==> config.mk <==
export PLATFORM = sky130hd
export DESIGN_NAME = regbank_wb_scheduler_flat
export DESIGN_NICKNAME = d
export VERILOG_FILES = /design/src/rtl/regbank_wb_scheduler_if.sv /design/src/rtl/regbank_wb_scheduler.sv /design/src/flat_wrapper.sv
export SDC_FILE = /design/constraint.sdc
export NUM_CORES = 1
export LEC_CHECK = 0
export ABC_AREA = 1
export ABC_CLOCK_PERIOD_IN_PS = 5850
export CAP_MARGIN = 15
export CELL_PAD_IN_SITES_DETAIL_PLACEMENT = 0
export CELL_PAD_IN_SITES_GLOBAL_PLACEMENT = 1
export CORE_ASPECT_RATIO = 0.75
export CORE_MARGIN = 2
export CORE_UTILIZATION = 40
export DETAILED_ROUTE_END_ITERATION = 6
export GPL_TIMING_DRIVEN = 0
export PLACE_DENSITY_LB_ADDON = 0.1
export SYNTH_ARGS = -nofsm -noshare
export SYNTH_HDL_FRONTEND = slang
export SYNTH_SLANG_ARGS = --single-unit
==> constraint.sdc <==
create_clock -name clock -period 5.85 [get_ports clock]
set_input_delay 1.17 -clock clock [delete_from_list [all_inputs] [get_ports clock]]
set_output_delay 1.17 -clock clock [all_outputs]
set_load 0.05 [all_outputs]
==> src/rtl/regbank_wb_scheduler_if.sv <==
// regbank_wb_scheduler_if: commit-request, load-tracking and bank-drive signals of the write-port scheduler.
interface regbank_wb_scheduler_if;
   logic       alu_valid;
   logic [3:0] alu_rd;
   logic       alu_ready;
   logic       step_valid;
   logic       step_ready;
   logic       load_issue;
   logic [3:0] load_rd;
   logic       load_done;
   logic       load_full;
   logic       irq_req;
   logic       irq_ack;
   logic       eret;
   logic       sp_reset_req;
   logic [3:0] rd_a;
   logic [3:0] rd_b;
   logic       stall;
   logic [2:0] bank_control;
   logic [3:0] bank_regd;
   logic       bank_enable;
   logic       priv;
   modport master (
      output alu_valid, alu_rd, step_valid, load_issue, load_rd, load_done,
             irq_req, eret, sp_reset_req, rd_a, rd_b,
      input  alu_ready, step_ready, load_full, irq_ack, stall,
             bank_control, bank_regd, bank_enable, priv
   );
   modport slave (
      input  alu_valid, alu_rd, step_valid, load_issue, load_rd, load_done,
             irq_req, eret, sp_reset_req, rd_a, rd_b,
      output alu_ready, step_ready, load_full, irq_ack, stall,
             bank_control, bank_regd, bank_enable, priv
   );
endinterface

==> src/rtl/regbank_wb_scheduler.sv <==
// regbank_wb_scheduler: single-port commit arbiter and load-hazard tracker for the banked register file.
// Defining REGBANK_WB_PERF_EN adds saturating stall_cycles / preempt_cycles counters.
module regbank_wb_scheduler #(
   parameter int LOAD_DEPTH = 4,
   parameter int PTR_W      = 2
) (
   input  logic                   clock,
   input  logic                   reset,
   regbank_wb_scheduler_if.slave  bus
`ifdef REGBANK_WB_PERF_EN
   ,
   output logic [15:0]            stall_cycles,
   output logic [15:0]            preempt_cycles
`endif
);
   typedef enum logic [1:0] {S_IDLE, S_IRQ_LR, S_IRQ_SP} state_t;
   state_t           r_state, w_next;
   logic [3:0]       r_mem [LOAD_DEPTH];
   logic [PTR_W-1:0] r_rp, r_wp;
   logic [PTR_W:0]   r_cnt;
   logic             r_priv;
   logic             w_load_g, w_fsm_g, w_sp_g, w_alu_g, w_step_g, w_push, w_full, w_hit;

   always_ff @(posedge clock)
      if (reset) r_state <= S_IDLE;
      else r_state <= w_next;

   always_comb begin
      w_next = r_state;
      case (r_state)
         S_IDLE:   if (bus.irq_req && !r_priv) w_next = S_IRQ_LR;
         S_IRQ_LR: if (w_fsm_g) w_next = S_IRQ_SP;
         default:  if (w_fsm_g) w_next = S_IDLE;
      endcase
   end

   always_comb begin
      w_full           = r_cnt == (PTR_W+1)'(LOAD_DEPTH);
      w_load_g         = bus.load_done && r_cnt != '0;
      w_fsm_g          = !w_load_g && r_state != S_IDLE;
      w_sp_g           = !w_load_g && r_state == S_IDLE && bus.sp_reset_req;
      w_alu_g          = !w_load_g && !w_fsm_g && !w_sp_g && bus.alu_valid;
      w_step_g         = !w_load_g && !w_fsm_g && !w_sp_g && !bus.alu_valid && bus.step_valid;
      bus.bank_enable  = w_load_g || w_fsm_g || w_sp_g || w_alu_g || w_step_g;
      bus.bank_control = w_load_g ? 3'd3 : w_fsm_g ? (r_state == S_IRQ_LR ? 3'd4 : 3'd2) :
                         w_sp_g ? 3'd2 : w_alu_g ? 3'd1 : 3'd0;
      bus.bank_regd    = w_load_g ? r_mem[r_rp] : w_alu_g ? bus.alu_rd : 4'd0;
      bus.alu_ready    = w_alu_g;
      bus.step_ready   = w_step_g;
      bus.irq_ack      = w_fsm_g && r_state == S_IRQ_SP;
      bus.load_full    = w_full;
      bus.priv         = r_priv;
   end

   // Hazard scan over live entries only; R14/R15 are banked/PC and never tracked.
   always_comb begin
      w_hit = 1'b0;
      for (int i = 0; i < LOAD_DEPTH; i++)
         if ({1'b0, PTR_W'(PTR_W'(i) - r_rp)} < r_cnt && r_mem[i] < 4'd14 &&
             (r_mem[i] == bus.rd_a || r_mem[i] == bus.rd_b || (bus.alu_valid && r_mem[i] == bus.alu_rd)))
            w_hit = 1'b1;
      bus.stall = w_hit || w_full;
   end

   assign w_push = bus.load_issue && (!w_full || w_load_g);

   always_ff @(posedge clock)
      if (reset) begin
         r_rp   <= '0;
         r_wp   <= '0;
         r_cnt  <= '0;
         r_priv <= 1'b0;
      end else begin
         if (w_push) begin
            r_mem[r_wp] <= bus.load_rd;
            r_wp        <= r_wp + 1'b1;
         end
         if (w_load_g) r_rp <= r_rp + 1'b1;
         r_cnt <= r_cnt + (PTR_W+1)'(w_push) - (PTR_W+1)'(w_load_g);
         if (w_fsm_g && r_state == S_IRQ_SP) r_priv <= 1'b1;
         else if (bus.eret && r_state == S_IDLE) r_priv <= 1'b0;
      end

`ifdef REGBANK_WB_PERF_EN
   always_ff @(posedge clock)
      if (reset) begin
         stall_cycles   <= '0;
         preempt_cycles <= '0;
      end else begin
         if (bus.stall && stall_cycles != 16'hFFFF) stall_cycles <= stall_cycles + 1'b1;
         if (bus.alu_valid && !w_alu_g && preempt_cycles != 16'hFFFF) preempt_cycles <= preempt_cycles + 1'b1;
      end
`endif
endmodule

==> src/flat_wrapper.sv <==
// flat-port wrapper written by rule: the top's interface ports become plain ports
module regbank_wb_scheduler_flat 
#(
   parameter int LOAD_DEPTH = 4,
   parameter int PTR_W      = 2
)
  (clock, reset, bus_alu_valid, bus_alu_rd, bus_step_valid, bus_load_issue, bus_load_rd, bus_load_done, bus_irq_req, bus_eret, bus_sp_reset_req, bus_rd_a, bus_rd_b, bus_alu_ready, bus_step_ready, bus_load_full, bus_irq_ack, bus_stall, bus_bank_control, bus_bank_regd, bus_bank_enable, bus_priv);
  regbank_wb_scheduler_if bus_i ();
  input  logic clock;
  input  logic reset;
  input wire logic [$bits(bus_i.alu_valid)-1:0] bus_alu_valid;
  input wire logic [$bits(bus_i.alu_rd)-1:0] bus_alu_rd;
  input wire logic [$bits(bus_i.step_valid)-1:0] bus_step_valid;
  input wire logic [$bits(bus_i.load_issue)-1:0] bus_load_issue;
  input wire logic [$bits(bus_i.load_rd)-1:0] bus_load_rd;
  input wire logic [$bits(bus_i.load_done)-1:0] bus_load_done;
  input wire logic [$bits(bus_i.irq_req)-1:0] bus_irq_req;
  input wire logic [$bits(bus_i.eret)-1:0] bus_eret;
  input wire logic [$bits(bus_i.sp_reset_req)-1:0] bus_sp_reset_req;
  input wire logic [$bits(bus_i.rd_a)-1:0] bus_rd_a;
  input wire logic [$bits(bus_i.rd_b)-1:0] bus_rd_b;
  output wire logic [$bits(bus_i.alu_ready)-1:0] bus_alu_ready;
  output wire logic [$bits(bus_i.step_ready)-1:0] bus_step_ready;
  output wire logic [$bits(bus_i.load_full)-1:0] bus_load_full;
  output wire logic [$bits(bus_i.irq_ack)-1:0] bus_irq_ack;
  output wire logic [$bits(bus_i.stall)-1:0] bus_stall;
  output wire logic [$bits(bus_i.bank_control)-1:0] bus_bank_control;
  output wire logic [$bits(bus_i.bank_regd)-1:0] bus_bank_regd;
  output wire logic [$bits(bus_i.bank_enable)-1:0] bus_bank_enable;
  output wire logic [$bits(bus_i.priv)-1:0] bus_priv;
  assign bus_i.alu_valid = bus_alu_valid;
  assign bus_i.alu_rd = bus_alu_rd;
  assign bus_i.step_valid = bus_step_valid;
  assign bus_i.load_issue = bus_load_issue;
  assign bus_i.load_rd = bus_load_rd;
  assign bus_i.load_done = bus_load_done;
  assign bus_i.irq_req = bus_irq_req;
  assign bus_i.eret = bus_eret;
  assign bus_i.sp_reset_req = bus_sp_reset_req;
  assign bus_i.rd_a = bus_rd_a;
  assign bus_i.rd_b = bus_rd_b;
  assign bus_alu_ready = bus_i.alu_ready;
  assign bus_step_ready = bus_i.step_ready;
  assign bus_load_full = bus_i.load_full;
  assign bus_irq_ack = bus_i.irq_ack;
  assign bus_stall = bus_i.stall;
  assign bus_bank_control = bus_i.bank_control;
  assign bus_bank_regd = bus_i.bank_regd;
  assign bus_bank_enable = bus_i.bank_enable;
  assign bus_priv = bus_i.priv;
  regbank_wb_scheduler #(.LOAD_DEPTH(LOAD_DEPTH), .PTR_W(PTR_W)) u_core (.clock(clock), .reset(reset), .bus(bus_i));
endmodule
==> run summary, run 1 <==
The flow ran to the end, and the final reports show no timing, DRC or antenna violations. Setup repair after global routing left no endpoint under its margin. The number of max-cap violations came out at 0. The placer's final routability congestion estimate came out at 0.856. The proportion of layout cells with a drive suffix above 1 is 0.0784. In this run the horizontal extent of the chip is 90.2 um.

The final layout contains routed wiring with a total length of 5770 um. The source-to-sink clock delay at the later pin of the worst-skew pair came out at 280 ps. The area overhead of the layout relative to synthesis came out at 24.0%. The count of flip-flops with a built-in enable after synthesis is 16. The clock-pin slew of the registers on the worst-case setup and hold paths is 100 ps.

In this run the power density over the cells is 329 nW/um^2. The initialized floorplan defines 23 standard-cell rows. The number of antenna violations at the first check in global routing came to 0. The hold violation count in the final report is 0.

The filler cells instantiated in the layout total 562. Dividing the final minimum period by the clock period gives 0.803. The count of buffers from port buffering came out at 37. Each instance of the synthesized netlist takes up on average 6.77 sq um. Summing every instance area after synthesis gives 2230 sq um. The die footprint is 6190 sq um. Counting flops with an async set or reset pin after synthesis yields a share of 0.

The count of cell types in the netlist came out at 33. After synthesis the netlist holds a flip-flop and latch count of 28. The number of vias in the routed layout came out at 2,075. The number of ports placed on the die boundary is 39. The sequential cell area fraction in the yosys report is 0.324. The diode insertion count for antenna repair came out at 0. The switching part of the total power is 0.442. The number of hold-repair buffers added at the cts stage came out at 0.

The share of total power dissipated in sequential elements is 0.298. The predominant post-synthesis flop cell is sky130_fd_sc_hd__edfxtp_1. The number of buffers created by CTS is 3.

The total grt overflow is 0. The clock network power share came out at 0.166. The maximum frequency from static timing analysis came out at 213 MHz. The starting density of the core is 0.416. By instance count, the cell type seen most on the critical path is sky130_fd_sc_hd__nand2_1.

The cell with the largest stage delay on the worst path is sky130_fd_sc_hd__clkdlybuf4s50_1. At the pin with the least slew margin, the transition time is 507 ps. The tree is rooted in a sky130_fd_sc_hd__clkbuf_8. The final worst clock skew is 11.5 ps. The gate count after technology mapping is 329. The detailed router finished its first iteration with 85 violations. Dividing the detail-routed wire length by the instance count gives 13.0 um.

The finished layout holds 445 standard cells, fillers aside. The warning count from the yosys run came out at 0. The post-detailed-route DRC marker count is 0.

Once placement completed, the tool counted placed cells totaling 441. The critical path goes through clkdlybuf4s50_1 > inv_1 > nand2_1 > nand2_1 > nor2_1 > nand3_1 > nand3_1 > nand2_1 > nand2_1 > nor2_1 > nand2_1 > clkdlybuf4s50_1. The final count of pins violating max slew is 0. The post-route cell area is 2760 sq um. The worst setup path is launched from an input pin. The worst-case IR drop observed on VDD is 0.179 mV. The total of endpoints with negative setup slack in the final report is 0. The area of the core region is 5350 sq um. The length of the first detailed-routing pass in iterations came out at 4.

The worst slack after detailed placement is 1200 ps. The total cell area at the placement stage came out at 2690 sq um. The HPWL after detailed placement came out at 4780 um. In this run the tightest slew margin relative to its limit is 0.661. The path type of the worst min-delay path is flip-flop to flip-flop.

Once the clock tree was built, the resizer swapped 0 gates to a different size. The cell internal power dissipation is 0.000508 W. Broken down by cell family, the worst path's largest delay share belongs to buffers and inverters.

The post-route setup TNS is 0 ps. The number of nets in the layout came out at 407. Entering global routing, the biggest net connects 17 pins.

The static power due to leakage came out at 1.29 nW. The total power consumption of the routed design is 0.000910 W. TritonCTS built the clock tree. The wire length of the first global-routing pass came out at 9250 um. Of all nets on the critical path, the largest fanout is 6. The number of vias per cell after detailed routing is 4.66. Once the clock tree was built, the setup fixing pass inserted 0 buffers. The via count of the first global-routing pass is 1,801.

The worst setup path is captured at an output port. The switching power total came out at 0.000402 W. The critical path in this run is classified as input pin to output port. The critical path contains buffers and inverters numbering 3 combined. Data on the critical path arrives at its endpoint at 3530 ps. The height of the die is 68.6 um. The part of the power in combinational logic came out at 0.537. The antenna violation net count after detailed routing is 0.

The global router's overall resource usage is 0.191. The number of clock sinks came out at 28. The shortest period the worst path allows came out at 4700 ps. Leaving out fill and tap cells, the most frequent cells in the layout are 106 x sky130_fd_sc_hd__nand2_1, 41 x sky130_fd_sc_hd__inv_1, 38 x sky130_fd_sc_hd__nor2_1. The maximum buffer depth of the clock tree came out at 2. The most common cell after layout, fill and taps aside is sky130_fd_sc_hd__nand2_1.

In this run the number of H-tree levels came out at 1. The required arrival time at the worst endpoint came out at 4680 ps. The net count after synthesis is 365. In this design, the stage delay of the slowest critical-path cell is 790 ps. Setup slack on the critical path of the routed design comes to 1150 ps.
[final cells by class]
class / count / area, sq um / area share
buffer: 8 / 36.3 / 0.0131
timing repair buffer: 37 / 370 / 0.134
multi-input combinational: 244 / 1280 / 0.465
clock buffer: 3 / 41.3 / 0.0149
tap: 75 / 93.8 / 0.0340
clock inverter: 1 / 30.0 / 0.0109
inverter: 49 / 186 / 0.0675
sequential: 28 / 721 / 0.261
[sequential cells by signal, summed over array words and instances (netlist names), named ones only]
signal / flops
u_core.r_cnt: 3
u_core.r_rp: 2
u_core.r_state: 2
u_core.bus.priv: 1
u_core.r_wp: 2
u_core.r_mem: 16
[power by group through the flow]
stage	Sequential, W	Combinational, W	Clock [W]
after detailed placement	0.000276	0.000488	0
after global routing	0.000275	0.000539	0.000163
after global placement	0.000275	0.000485	0
after CTS	0.000271	0.000491	0.000156
after floorplan	0.000270	0.000351	0
final	0.000271	0.000488	0.000151
[kinds of logic after synthesis]
kind of cell | Yosys count | share of synthesized area
AND/OR/NAND/NOR | 176 | 0.339
buffers and inverters | 57 | 0.100
AO/OA/AOI/OAI | 38 | 0.0978
flip-flops | 28 | 0.324
XOR/XNOR | 19 | 0.0747
adder cells (fa/ha/maj) | 11 | 0.0652
[tightest hold or removal path, delay by kind of cell (launching register included)]
kind               cells  cell delay (ps)
DFF                    1              350
AOI/OAI and AO/OA      1               60
and+or+nand+nor        1               70
[routing by layer]
metal | vias to the layer above | share of wire | GRT usage
met2 | 50 | 0.41 | 0.291
met1 | 905 | 0.52 | 0.285
met3 | 4 | 0.064 | 0.0391
met4 | 0 | 0.0050 | 0.0327
met5 | - | 0 | 0
li1 | 1116 | - | -
[metrics by stage]
step,hold slack (ps),utilization
2_1_floorplan,477,-
3_3_place_gp,500,0.503
3_5_place_dp,509,0.503
4_1_cts,524,0.516
5_1_grt,555,0.516
6_report,515,0.516
[path summary, 6_finish.rpt]
kind                                       from               to  slack, ps  depth (start not counted)
worst max register to register  u_core.r_cnt[1]  u_core.r_cnt[2]       3820                         11
worst min-delay path             u_core.r_wp[0]   u_core.r_wp[0]        520                          2
worst min register to register   u_core.r_wp[0]   u_core.r_wp[0]        520                          2
worst max-delay path              bus_alu_rd[1]        bus_stall       1150                         12
[synthesized netlist by cell type (5+ instances only)]
cell                         n  area [sq um]
sky130_fd_sc_hd__ha_1       10           125
sky130_fd_sc_hd__o21ai_0     7          35.0
sky130_fd_sc_hd__nand2_1   106           398
sky130_fd_sc_hd__o211ai_1    5          37.5
sky130_fd_sc_hd__nand3_1     9          45.0
sky130_fd_sc_hd__xor2_1     10          87.6
sky130_fd_sc_hd__xnor2_1     9          78.8
sky130_fd_sc_hd__nor2_2      5          31.3
sky130_fd_sc_hd__a21oi_1    15          75.1
sky130_fd_sc_hd__inv_2       7          26.3
sky130_fd_sc_hd__inv_1      41           154
sky130_fd_sc_hd__o21ai_1     5          25.0
sky130_fd_sc_hd__edfxtp_1   16           480
sky130_fd_sc_hd__dfxtp_1    12           240
sky130_fd_sc_hd__nor2_1     38           143
No activity file was read; power rests on OpenSTA's default activity.
==> run 2, diff against run 1 <==
ABC_CLOCK_PERIOD_IN_PS = 3800   (was 5850)
CORE_UTILIZATION = 34   (was 40)
clock period = 3.8 ns   (was 5.85 ns; I/O delays follow)
==> run summary, run 2 (same netlist as run 1, synthesis figures left out) <==
The maximum frequency from static timing analysis came out at 277 MHz. The total grt overflow is 0. The number of antenna violations at the first check in global routing came out at 0. Max-cap violations in this run came to 0. Once placement finished, the instance area stood at 2700 sq um. In this design, the critical path's most frequently occurring cell is sky130_fd_sc_hd__nand2_1. The register with the most flip-flops in the layout has 16 of them. Setup repair after global routing left no endpoint under its margin. The required arrival time at the worst endpoint came out at 3040 ps. The worst pin sits at a relative slew slack of 0.664. The hold violation count in the final report came out at 0. The number of buffers created by CTS is 3. The number of hold-repair buffers added at the cts stage came out at 0.

The via count of the first global-routing pass was 1,827. Leaving out fill and tap cells, the most frequent cells in the layout are 106 x sky130_fd_sc_hd__nand2_1, 41 x sky130_fd_sc_hd__inv_1, 38 x sky130_fd_sc_hd__nor2_1. The number of vias in the routed layout is 2,108. The proportion of layout cells with a drive suffix above 1 is 0.0784. The startpoint identified for the worst hold timing path is u_core.r_wp[0]. The clock network power share came out at 0.165. Entering global routing, the biggest net connects 17 pins. Summed over all nets, the half-perimeter wirelength after detailed placement is 4960 um. The flow ran to the end, and the final reports show no timing, DRC or antenna violations.

The element type at the critical path end is an output port. TritonCTS built the clock tree. The first-iteration detailed-routing DRC count came out at 118. The kind of cell adding the most delay to the critical path is buffers and inverters.

The starting density of the core is 0.352. The combined buffer and inverter count along the critical path is 3. The part of the total power dissipated in sequential elements came out at 0.300.

The sink of the worst hold path is u_core.r_wp[0]. The diode insertion count for antenna repair is 0. The fraction of the cycle the final worst path needs came out at 0.949. The signal on the critical path passes through clkdlybuf4s50_1 > inv_1 > nand2_1 > nand2_1 > nor2_1 > nand3_1 > nand3_1 > nand2_1 > nand2_1 > nor2_1 > nand2_1 > dlygate4sd2_1. The source-to-sink clock delay at the later pin of the worst-skew pair came out at 270 ps. The shortest period the worst path allows is 3610 ps. The worst hold path belongs to the class flip-flop to flip-flop. The post-route cell area came out at 2770 sq um. At the end of routability-driven placement, the weighted congestion stood at 0.830. Across the routed clock network, the largest skew measured is 6.88 ps. The final-layout fill cell count is 659.

The maximum buffer depth of the clock tree is 2. The area overhead of the layout relative to synthesis is 24.3%. The first global-routing pass estimated 9490 um of wire.

The antenna violation net count after detailed routing is 0. The static power due to leakage is 1.29 nW. The die footprint came out at 7220 sq um. The largest registers in the layout are u_core.r_mem x16, u_core.r_cnt x3.

Measured along the y axis, the die boundary spans 74.1 um. STA classifies the critical path startpoint as an input pin. For the worst flop-to-flop path, the logic depth is 11.

The final count of pins violating max slew is 0. The switching part of the total power is 0.443. The worst slack after detailed placement is -71.6 ps. The power per standard cell area came out at 503 nW/um^2. The length of the first detailed-routing pass in iterations came out at 4. Across all register-to-register paths, the minimum setup slack is 1790 ps. During I/O placement, the number of pins put on the boundary was 39. The CTS root buffer is sky130_fd_sc_hd__clkbuf_8.

The total area of multi-input combinational cells came out at 1280 sq um. The worst setup slack after layout is 193 ps. The count of buffers from port buffering is 37.

The largest individual stage delay along the critical path comes from the cell sky130_fd_sc_hd__clkdlybuf4s50_1. The global router's overall resource usage came out at 0.167. The average wire length per cell after detail routing came out at 13.3 um. The die is 97.5 um wide.

The cell internal power dissipation is 0.000776 W. The switching power total came out at 0.000618 W. The worst register-to-register path begins at u_core.r_cnt[1].

The clock-pin slew of the registers on the worst-case setup and hold paths came out at 100 ps. The sum of routed wire length over all layers is 6000 um. The number of nets in the layout is 407.

The register area came out at 721 sq um. The number of vias per cell after detailed routing is 4.67. The floorplan has 25 rows. The number of H-tree levels is 1.

Clock tree synthesis found a total of 28 sinks. In this design, the stage delay of the slowest critical-path cell is 610 ps. In this run the worst path has a maximum fanout of 6. By startpoint and endpoint, the worst setup path is classified as input pin to output port. The register bank with the most flops is u_core.r_mem. The critical path arrival came out at 2850 ps. Final hold analysis gives a worst-case slack of 517 ps. The part of the power in combinational logic came out at 0.535. The post-route setup TNS came out at 0 ps. The post-detailed-route DRC marker count is 0. In this run the standard cell core region covers 6320 sq um. The total power consumption of the routed design is 0.00139 W. The total of endpoints with negative setup slack in the final report is 0. Leaving out fill and tap cells, the most frequent cell in the layout is sky130_fd_sc_hd__nand2_1. At the pin with the least slew margin, the transition time is 502 ps. The endpoint of the worst-slack reg-to-reg timing path is u_core.r_cnt[2]. Across the VDD grid, the largest voltage drop is 0.219 mV.

The number of cells on the worst hold path is 2.
[run 2: cell types whose count changed in the layout (fill, tap and decap cells not counted), sizes merged]
cell / change
clkdlybuf4s50: -1
dlygate4sd2: +1
[run 2: tightest hold or removal path: cells and delay by family, from the launching register on]
kind	cells	cell delay [ps]
AO/OA/AOI/OAI	1	60
flip-flops	1	350
AND/OR/NAND/NOR	1	70
[run 2: area by class of cell]
class                           instances  share of cell area
Timing Repair Buffer                   37               0.133
Multi-Input combinational cell        244               0.464
Tap cell                               81              0.0366
Buffer                                  8              0.0131
Inverter                               49              0.0673
Clock buffer                            3              0.0149
Sequential cell                        28               0.260
Clock inverter                          1              0.0108
[run 2: metrics by stage]
step | utilization | instances
floorplan | - | 329
global placement | 0.427 | 447
detailed placement | 0.427 | 447
CTS | 0.438 | 451
global route | 0.438 | 451
finish | 0.438 | 451
[run 2: power groups by stage]
stage	Combinational [W]	Sequential, W	Clock, W
6_report	0.000746	0.000417	0.000230
3_5_place_dp	0.000753	0.000426	0
3_3_place_gp	0.000752	0.000424	0
4_1_cts	0.000750	0.000418	0.000236
5_1_grt	0.000830	0.000425	0.000248
2_1_floorplan	0.000541	0.000416	0
[run 2: per-layer routing]
| metal | global-route usage | part of all wire |
|---|---|---|
| met2 | 0.241 | 0.38 |
| met5 | 0 | 0 |
| met1 | 0.269 | 0.56 |
| met3 | 0.0207 | 0.056 |
| met4 | 0.0309 | 0.0032 |
[run 2: how the worst max path moves through the flow]
stage,startpoint,to,cells after the start
after detailed placement,bus_alu_rd[1],bus_stall,12
after global routing,bus_alu_rd[1],bus_stall,12
after floorplan,bus_sp_reset_req,bus_bank_regd[0],5
after global placement,bus_alu_rd[1],bus_stall,12
final,bus_alu_rd[1],bus_stall,12
after CTS,bus_alu_rd[1],bus_stall,12
[run 2: what timing repair did]
item	4_1_cts	5_1_grt
resized for setup	1	0
setup endpoints to repair	1	0
setup buffers	0	0
==> run 3, diff against run 2 <==
CELL_PAD_IN_SITES_DETAIL_PLACEMENT = 2   (was 0)
CELL_PAD_IN_SITES_GLOBAL_PLACEMENT = 2   (was 1)
CORE_UTILIZATION = 26   (was 34)
==> run summary, run 3 (same netlist as run 1, synthesis figures left out) <==
The run finished with clean final reports. Setup repair after global routing left no endpoint under its margin. The filler cells instantiated in the layout total 1,031.

Leaving out fill and tap cells, the most frequent cell in the layout is sky130_fd_sc_hd__nand2_1. The register with the most flip-flops in the layout has 16 of them. The diode insertion count for antenna repair is 0. The hold violation count in the final report is 0. The largest registers in the layout are u_core.r_mem x16, u_core.r_cnt x3. In the finished design, the share of the clock period the worst path needs comes to 0.955.

The number of vias per cell after detailed routing came out at 4.63. The number of antenna violations at the first check in global routing came out at 0. The number of vias in the routed layout came out at 2,211. The worst slack after detailed placement came out at -117 ps.

The final worst clock skew is 2.60 ps. The tree is rooted in a sky130_fd_sc_hd__clkbuf_16. The starting density of the core is 0.266. The length of the first detailed-routing pass in iterations came out at 4.

The area overhead of the layout relative to synthesis is 27.4%. The uppermost layer routed is met4. The switching power total came out at 0.000666 W. The number of ports placed on the die boundary came out at 39. The largest individual stage delay along the critical path comes from the cell sky130_fd_sc_hd__clkdlybuf4s50_1. The worst setup slack after layout is 170 ps.

The area of the core region is 8380 sq um. Of all nets on the critical path, the largest fanout is 6. The worst setup path is captured at an output port. The total of endpoints with negative setup slack in the final report is 0. The analysis attributes to cell leakage a power of 1.30 nW.

The post-route setup TNS came out at 0 ps. The via count of the first global-routing pass came to 2,365. The final hold slack is 521 ps. The delay contributed by the slowest stage of the critical path is 620 ps.

The number of gates resized after CTS was 1. The met1 wire length is 4160 um. The critical path arrival came out at 2870 ps. In this run the worst hold path is classified as flip-flop to flip-flop. Summed over all nets, wire length on met3 after detailed routing comes to 244 um. After global routing the overflow that remains totals 0. The count of buffers from port buffering is 37. For the worst setup path, the data required time is 3040 ps.

The number of hold-repair buffers added at the cts stage came out at 0. The global router's overall resource usage is 0.174. The final count of pins violating max slew is 0. Cell internal power was estimated by the tool at 0.000850 W.

Among the stages of the critical path, the cell type that occurs most often is sky130_fd_sc_hd__nand2_1. The die footprint came out at 9330 sq um. The number of nets in the layout is 407. The count of buffers added by post-CTS timing repair for setup came out at 0. Subtracting the final worst setup slack from the clock period gives 3630 ps. CTS built an H-tree with a depth of 1. The sum of routed wire length over all layers came out at 7810 um. The maximum frequency from static timing analysis is 275 MHz. The kind of launch point of the worst setup path is an input pin.

The height of the die came out at 84.2 um. The antenna violation net count after detailed routing is 0. In the layout the commonest cells are 106 x sky130_fd_sc_hd__nand2_1, 41 x sky130_fd_sc_hd__inv_1, 38 x sky130_fd_sc_hd__nor2_1. The number of max-cap violations came out at 0.

The wire length of the first global-routing pass came out at 12,900 um. The part of the power in combinational logic came out at 0.516. The die span in x is 111 um. The register with the most flip-flops in the final layout is u_core.r_mem. The peak ir drop on the vdd network came out at 0.222 mV. Of the cells placed in the final design, the portion with a size suffix greater than 1 is 0.0784. The clock-pin slew of the registers on the worst-case setup and hold paths came out at 70 ps. The number of buffers created by CTS came out at 3. In the final routed layout, each cell accounts on average for 16.3 um. The congestion estimate from routability-driven global placement came to 0.802.

The number of placement rows came out at 29. The clock network power share came out at 0.207. The critical path class is input pin to output port.

Clock latency on the worst-skew pair, taken at its later pin, is 270 ps. The largest net degree at the start of global routing is 17. The slew of the pin with the lowest slew margin is 507 ps.

TritonCTS built the clock tree. The post-detailed-route DRC marker count came out at 0. The max-slew headroom at the worst pin came out at 0.661. The part of the total power dissipated in sequential elements came out at 0.276. The number of clock sinks is 28. The critical path goes through clkdlybuf4s50_1 > inv_1 > nand2_1 > nand2_1 > nor2_1 > nand3_1 > nand3_1 > nand2_1 > nand2_1 > nor2_1 > nand2_1 > dlygate4sd2_1. The HPWL after detailed placement is 6470 um.

The first-iteration detailed-routing DRC count is 52. Summed over all nets, wire length on met2 after detailed routing comes to 3390 um. The power per standard cell area came out at 534 nW/um^2.

The maximum buffer depth of the clock tree came out at 2. Of the total power, the share spent switching nets is 0.440.
[run 3: metrics by stage]
step	power (W)	utilization	cells	instance area, sq um
2_1_floorplan	0.000957	-	329	2230
3_3_place_gp	0.00119	0.326	474	2730
3_5_place_dp	0.00122	0.326	474	2730
4_1_cts	0.00154	0.338	478	2840
5_1_grt	0.00164	0.338	478	2840
6_report	0.00152	0.338	478	2840
[run 3: per-layer routing]
layer  vias up  global-route usage
met5         -                   0
met4         0              0.0170
met3         5              0.0238
met2        31               0.272
met1      1061               0.266
li1       1114                   -
[run 3: area by class of cell]
type | instances | area (sq um) | share of cell area
multi-input combinational | 244 | 1280 | 0.453
sequential | 28 | 721 | 0.254
timing repair buffer | 37 | 369 | 0.130
inverter | 49 | 186 | 0.0657
tap | 108 | 135 | 0.0476
clock buffer | 3 | 75.1 | 0.0265
buffer | 8 | 36.3 | 0.0128
clock inverter | 1 | 30.0 | 0.0106
[run 3: final timing paths]
path	startpoint	end	slack [ps]	cells after the start
min	u_core.r_wp[0]	u_core.r_wp[0]	520	2
min reg2reg	u_core.r_wp[0]	u_core.r_wp[0]	520	2
max reg2reg	u_core.r_cnt[1]	u_core.r_cnt[2]	1680	11
max	bus_alu_rd[1]	bus_stall	170	12
[run 3: power by group through the flow]
stage | Clock [W] | Sequential, W | Combinational (W)
after detailed placement | 0 | 0.000428 | 0.000795
final | 0.000314 | 0.000419 | 0.000782
after global routing | 0.000339 | 0.000427 | 0.000877
after global placement | 0 | 0.000425 | 0.000765
after floorplan | 0 | 0.000416 | 0.000541
after CTS | 0.000327 | 0.000420 | 0.000795
[run 3: worst max-delay path: cells and delay by family]
family        cells  cell delay, ps
buf+inv           3            1300
simple gates      9             790
